File: config.mk
export PLATFORM = sky130hd
export DESIGN_NAME = boton_eventos
export DESIGN_NICKNAME = d
export VERILOG_FILES = /design/src/rtl/boton_eventos.sv
export SDC_FILE = /design/constraint.sdc
export NUM_CORES = 1
export LEC_CHECK = 0
export ABC_CLOCK_PERIOD_IN_PS = 2750
export CORE_MARGIN = 2
export CORE_UTILIZATION = 25
export CTS_BUF_LIST = sky130_fd_sc_hd__clkbuf_4 sky130_fd_sc_hd__clkbuf_8
export DETAILED_ROUTE_END_ITERATION = 12
export HOLD_SLACK_MARGIN = 0.02
export PLACE_DENSITY_LB_ADDON = 0.15
export SYNTH_ARGS = -nofsm -noshare
export SYNTH_HDL_FRONTEND = slang
export SYNTH_SLANG_ARGS = --single-unit
File: constraint.sdc
create_clock -name Clock -period 2.75 [get_ports Clock]
set_clock_uncertainty 0.2 [all_clocks]
set_input_delay 0.6875 -clock Clock [delete_from_list [all_inputs] [get_ports Clock]]
set_output_delay 0.6875 -clock Clock [all_outputs]
set_load 0.01 [all_outputs]
File: src/rtl/boton_eventos.sv
// Button event generator: one press pulse, timed auto-repeat pulses while the
// button stays down, a release pulse, and a saturating count of repeats.
// All outputs are registered; estado_dbg exposes the FSM state for observation.
module boton_eventos #(
   parameter int DELAY_INICIAL = 5000,
   parameter int PERIODO_REPET = 1000
) (
   input  logic       Clock,
   input  logic       Reset,
   input  logic       Nivel,
   input  logic       Habilitar,
   output logic       Pulso,
   output logic       Liberado,
   output logic       Repitiendo,
   output logic [7:0] Conteo_Rep,
   output logic [1:0] estado_dbg
);

   typedef enum logic [1:0] {
      REPOSO = 2'd0,
      ESPERA = 2'd1,
      REPITE = 2'd2
   } estado_t;

   // The counter starts at 0 on the cycle of a pulse, so the deadline is N-1.
   localparam logic [13:0] LIM_ESPERA = 14'(DELAY_INICIAL - 1);
   localparam logic [13:0] LIM_REPITE = 14'(PERIODO_REPET - 1);

   estado_t     estado_q, estado_d;
   logic [13:0] cuenta_q, cuenta_d;
   logic        nivel_prev_q, nivel_prev_d;
   logic        pulso_q, pulso_d;
   logic        liberado_q, liberado_d;
   logic        repitiendo_q, repitiendo_d;
   logic [7:0]  conteo_q, conteo_d;
   logic        flanco;
   logic [7:0]  conteo_inc;

   assign flanco     = Nivel & ~nivel_prev_q;
   // Repeat count saturates at 255 instead of wrapping.
   assign conteo_inc = (conteo_q == 8'hFF) ? conteo_q : conteo_q + 8'd1;

   // Next-state and next-output logic; disable beats release, release beats a deadline.
   always_comb begin
      estado_d     = estado_q;
      cuenta_d     = cuenta_q;
      nivel_prev_d = Nivel;
      pulso_d      = 1'b0;
      liberado_d   = 1'b0;
      conteo_d     = conteo_q;
      if (!Habilitar) begin
         estado_d = REPOSO;
         cuenta_d = '0;
      end else begin
         case (estado_q)
            REPOSO: begin
               cuenta_d = '0;
               if (flanco) begin
                  pulso_d  = 1'b1;
                  conteo_d = '0;
                  estado_d = ESPERA;
               end
            end
            ESPERA: begin
               if (!Nivel) begin
                  liberado_d = 1'b1;
                  cuenta_d   = '0;
                  estado_d   = REPOSO;
               end else if (cuenta_q == LIM_ESPERA) begin
                  pulso_d  = 1'b1;
                  cuenta_d = '0;
                  conteo_d = conteo_inc;
                  estado_d = REPITE;
               end else begin
                  cuenta_d = cuenta_q + 14'd1;
               end
            end
            REPITE: begin
               if (!Nivel) begin
                  liberado_d = 1'b1;
                  cuenta_d   = '0;
                  estado_d   = REPOSO;
               end else if (cuenta_q == LIM_REPITE) begin
                  pulso_d  = 1'b1;
                  cuenta_d = '0;
                  conteo_d = conteo_inc;
               end else begin
                  cuenta_d = cuenta_q + 14'd1;
               end
            end
            default: begin
               estado_d = REPOSO;
               cuenta_d = '0;
            end
         endcase
      end
      repitiendo_d = (estado_d == REPITE);
   end

   // State and output registers; nivel_prev resets high so a held button is not a press.
   always_ff @(posedge Clock) begin
      if (Reset) begin
         estado_q     <= REPOSO;
         cuenta_q     <= '0;
         nivel_prev_q <= 1'b1;
         pulso_q      <= 1'b0;
         liberado_q   <= 1'b0;
         repitiendo_q <= 1'b0;
         conteo_q     <= '0;
      end else begin
         estado_q     <= estado_d;
         cuenta_q     <= cuenta_d;
         nivel_prev_q <= nivel_prev_d;
         pulso_q      <= pulso_d;
         liberado_q   <= liberado_d;
         repitiendo_q <= repitiendo_d;
         conteo_q     <= conteo_d;
      end
   end

   assign Pulso      = pulso_q;
   assign Liberado   = liberado_q;
   assign Repitiendo = repitiendo_q;
   assign Conteo_Rep = conteo_q;
   assign estado_dbg = estado_q;

endmodule
==> results_dict.tcl <==
set metrics [dict create \
    cp_max_fo 8 \
    final_layout_size_suffix_gt1_share_pct 11.70 \
    complex_gate_fraction_of_the_synthesized_area_pct 14.77 \
    max-clock-path-buffers 2 \
    detailroute.via_count 1246 \
    remaining_max_slew_budget_at_the_tightest_pin_pct 65.99 \
    holdPathEnd "cuenta_q[0]$_SDFF_PP0_" \
    synth.lib_cells_used.distinct 41 \
    worst_r2r_endpoint "Conteo_Rep[3]$_SDFFE_PP0P_" \
    postSynthAreaPerCell_um2 8.869 \
    die_area_um2 6668 \
    critical_path.reg2reg.startpoint "estado_dbg[0]$_SDFF_PP0_" \
    antenna_cells_inserted 0 \
    finalNetCount 199 \
    drc 0 \
    leakagePower_nw 0.6119 \
    synth_top_family_by_area "simple AND/OR/NAND/NOR gates" \
    dp.final_hpwl_mm 2.366 \
    core_area_um2 5886 \
    initial_util_pct 25.62 \
    gate_count_post_synth 170 \
    timing.setup.critical_path_class "reg -> reg" \
    ys_dominant_reg_cell "sky130_fd_sc_hd__dfxtp_1" \
    antenna_found_initial 0 \
    clk_pin_slew_worst_paths_ns 0.10 \
    drt.antenna.violating_nets 0 \
    fp.dieW_um 81.66 \
    globalRoute.totalOverflow 0 \
    later_pin_clock_latency_in_the_skew_report_ns 0.27 \
    peakVddDrop_uv 163.9 \
    numClockSinks 28 \
    final_number_of_setup_violating_endpoints 0 \
    drt_first_pass_iters 4 \
    cts_setup_buffers 0 \
    detail_route.iter0.violations 85 \
    worst_hold_startpoint "cuenta_q[0]$_SDFF_PP0_" \
    rsz0062_at_grt "no" \
    hold_depth 1 \
    synth_area_leader_cell "sky130_fd_sc_hd__dfxtp_1" \
    grt_first_pass_wirelength_mm 5.444 \
    post_synth_edffs 0 \
    synth_simple_gate_area_share_pct 30.12 \
    crit_path_start_kind "register" \
    worst-r2r-setup-slack_ns 0.44 \
    synth.ff_latch_count 28 \
    ys_seq_area_share_pct 37.18 \
    cp_data_arrival_time_ns 2.29 \
    path_depth_of_the_worst_reg2reg_path 8 \
    final_common_cell "sky130_fd_sc_hd__dfxtp_1" \
    timing.final.crit_share_pct 84.14 \
    yosys-top-cells-area "sky130_fd_sc_hd__dfxtp_1, sky130_fd_sc_hd__nor2_1, sky130_fd_sc_hd__ha_1" \
    avgRoutedWirePerCell_um 12.24 \
    cts.root.buffer_cell "sky130_fd_sc_hd__clkbuf_8" \
    grt.total_usage_pct 10.44 \
    synth.area.mux_share_pct 0.7469 \
    cts_max_level 1 \
    synth_warnings 0 \
    viasPerCell 4.738 \
    final.min_clock_period_ns 2.314 \
    drt-total-wl_mm 3.219 \
    critPathCaptureType "register" \
    timing_worst_slew_pin_value_ns 0.5101 \
    cts_buffers 3 \
    post-route-util_pct 30.80 \
    fmax_ghz 0.4322 \
    chipHeight_um 81.66 \
    first_global_vias 1238 \
    port_buffers 16 \
    holdCritPathClass "reg -> reg" \
    synth_xor_xnor_area_share_pct 6.971 \
    critical_path_required_ns 2.72 \
    synth-adder-area-share_pct 4.979 \
    tritoncts "done" \
    total_neg_setup_slack_ns 0 \
    routabilityCongestion 0.9233 \
    timing.max_cap.violations 0 \
    floorplan.io_pins 17 \
    async_reset_ff_share_pct 0 \
    layout.cells.most_common_list "sky130_fd_sc_hd__dfxtp_1, sky130_fd_sc_hd__nor2_1, sky130_fd_sc_hd__clkdlybuf4s50_1" \
    run_status "finished, final reports clean" \
    synthesis.nets 180 \
    cts_hold_buffers 0 \
    rows 28 \
    grt_start_max_net_pins 20 \
    syn-cell-area_um2 1508 \
    slew_violations 0 \
    area.growth.synth_to_final_pct 20.25 \
    post_cts.resized_instances 0 \
    final_hold_viol_count 0 \
    p_per_area_nw_per_um2 388.1 \
    netlist.area_leader.share_pct 37.18 \
]
[cells by family (layout without fill, tap and decap cells)]
family,Yosys count,count (layout)
AND/OR/NAND/NOR,81,81
flip-flops,28,28
XOR/XNOR,12,12
buffers and inverters,17,35
AO/OA/AOI/OAI,25,25
multiplexers,1,1
adder cells (fa/ha/maj),6,6
[layer usage]
layer	track usage, %	up-vias	share of wire [%]
met5	0	-	0
li1	-	628	-
met4	3.500	0	1.2
met2	17.21	21	47
met3	3.077	4	3.4
met1	13.01	593	48
[Yosys cell counts, types with 2 or more instances]
| cell | number |
|---|---|
| sky130_fd_sc_hd__nand2b_1 | 6 |
| sky130_fd_sc_hd__nor3_1 | 6 |
| sky130_fd_sc_hd__buf_4 | 2 |
| sky130_fd_sc_hd__and3_2 | 2 |
| sky130_fd_sc_hd__or2_2 | 2 |
| sky130_fd_sc_hd__clkbuf_1 | 3 |
| sky130_fd_sc_hd__a311oi_1 | 6 |
| sky130_fd_sc_hd__and3_1 | 6 |
| sky130_fd_sc_hd__xor2_1 | 5 |
| sky130_fd_sc_hd__nand2_1 | 12 |
| sky130_fd_sc_hd__o21ai_0 | 6 |
| sky130_fd_sc_hd__a31o_1 | 5 |
| sky130_fd_sc_hd__xnor2_1 | 7 |
| sky130_fd_sc_hd__nor2_1 | 21 |
| sky130_fd_sc_hd__inv_1 | 10 |
| sky130_fd_sc_hd__dfxtp_1 | 28 |
| sky130_fd_sc_hd__nand4_1 | 4 |
| sky130_fd_sc_hd__a211oi_1 | 2 |
| sky130_fd_sc_hd__nand3_1 | 7 |
| sky130_fd_sc_hd__ha_1 | 6 |
| sky130_fd_sc_hd__and2_1 | 3 |
| sky130_fd_sc_hd__nor2_2 | 2 |
[final cells by class]
type | instances | area, um2
clock buffer | 4 | 55.05
tap | 75 | 93.84
sequential | 28 | 560.5
multi-input combinational | 125 | 868.3
timing repair buffer | 21 | 197.7
fill | 617 | 4073
inverter | 10 | 37.54
[metrics by stage]
step	power [mW]	worst slack, ns	hold WS (ns)	instances	cell area (um2)
CTS	0.7177	0.4384	0.2827	263	1813
detailed placement	0.4547	0.2079	0.2583	259	1758
global route	0.7397	0.2858	0.3055	263	1813
floorplan	0.4396	0.4893	0.2350	170	1508
global placement	0.4541	0.2614	0.2529	259	1758
finish	0.7037	0.4362	0.2757	263	1813
[flip-flops by register name (all words and copies together) (netlist names)]
register      cells
Conteo_Rep        8
cuenta_q         14
estado_dbg        2
nivel_prev_q      1
Pulso             1
Repitiendo        1
Liberado          1
[how the worst max path moves through the flow]
stage | startpoint | endpoint | slack [ns]
after global placement | Habilitar | Conteo_Rep[3]$_SDFFE_PP0P_ | 0.26
final | estado_dbg[0]$_SDFF_PP0_ | Conteo_Rep[3]$_SDFFE_PP0P_ | 0.44
after global routing | estado_dbg[0]$_SDFF_PP0_ | Conteo_Rep[3]$_SDFFE_PP0P_ | 0.29
after CTS | estado_dbg[0]$_SDFF_PP0_ | Conteo_Rep[3]$_SDFFE_PP0P_ | 0.44
after floorplan | estado_dbg[0]$_SDFF_PP0_ | Conteo_Rep[3]$_SDFFE_PP0P_ | 0.49
after detailed placement | Habilitar | Conteo_Rep[3]$_SDFFE_PP0P_ | 0.21
[power by group]
part / internal (mW) / leakage [nW] / switching [mW]
clock network: 0.128 / 0.0288 / 0.130
logic: 0.0160 / 0.357 / 0.0209
registers: 0.407 / 0.226 / 0.00195
total: 0.551 / 0.612 / 0.153
[critical path, cell delays in order, from the launching register on]
cell	delay (ns)
sky130_fd_sc_hd__dfxtp_1	0.45
sky130_fd_sc_hd__inv_1	0.09
sky130_fd_sc_hd__ha_1	0.29
sky130_fd_sc_hd__nor3_1	0.24
sky130_fd_sc_hd__nor2_1	0.10
sky130_fd_sc_hd__a2111oi_4	0.30
sky130_fd_sc_hd__buf_4	0.22
sky130_fd_sc_hd__a311oi_1	0.11
sky130_fd_sc_hd__a41o_1	0.21
No activity file was read; power rests on OpenSTA's default activity.
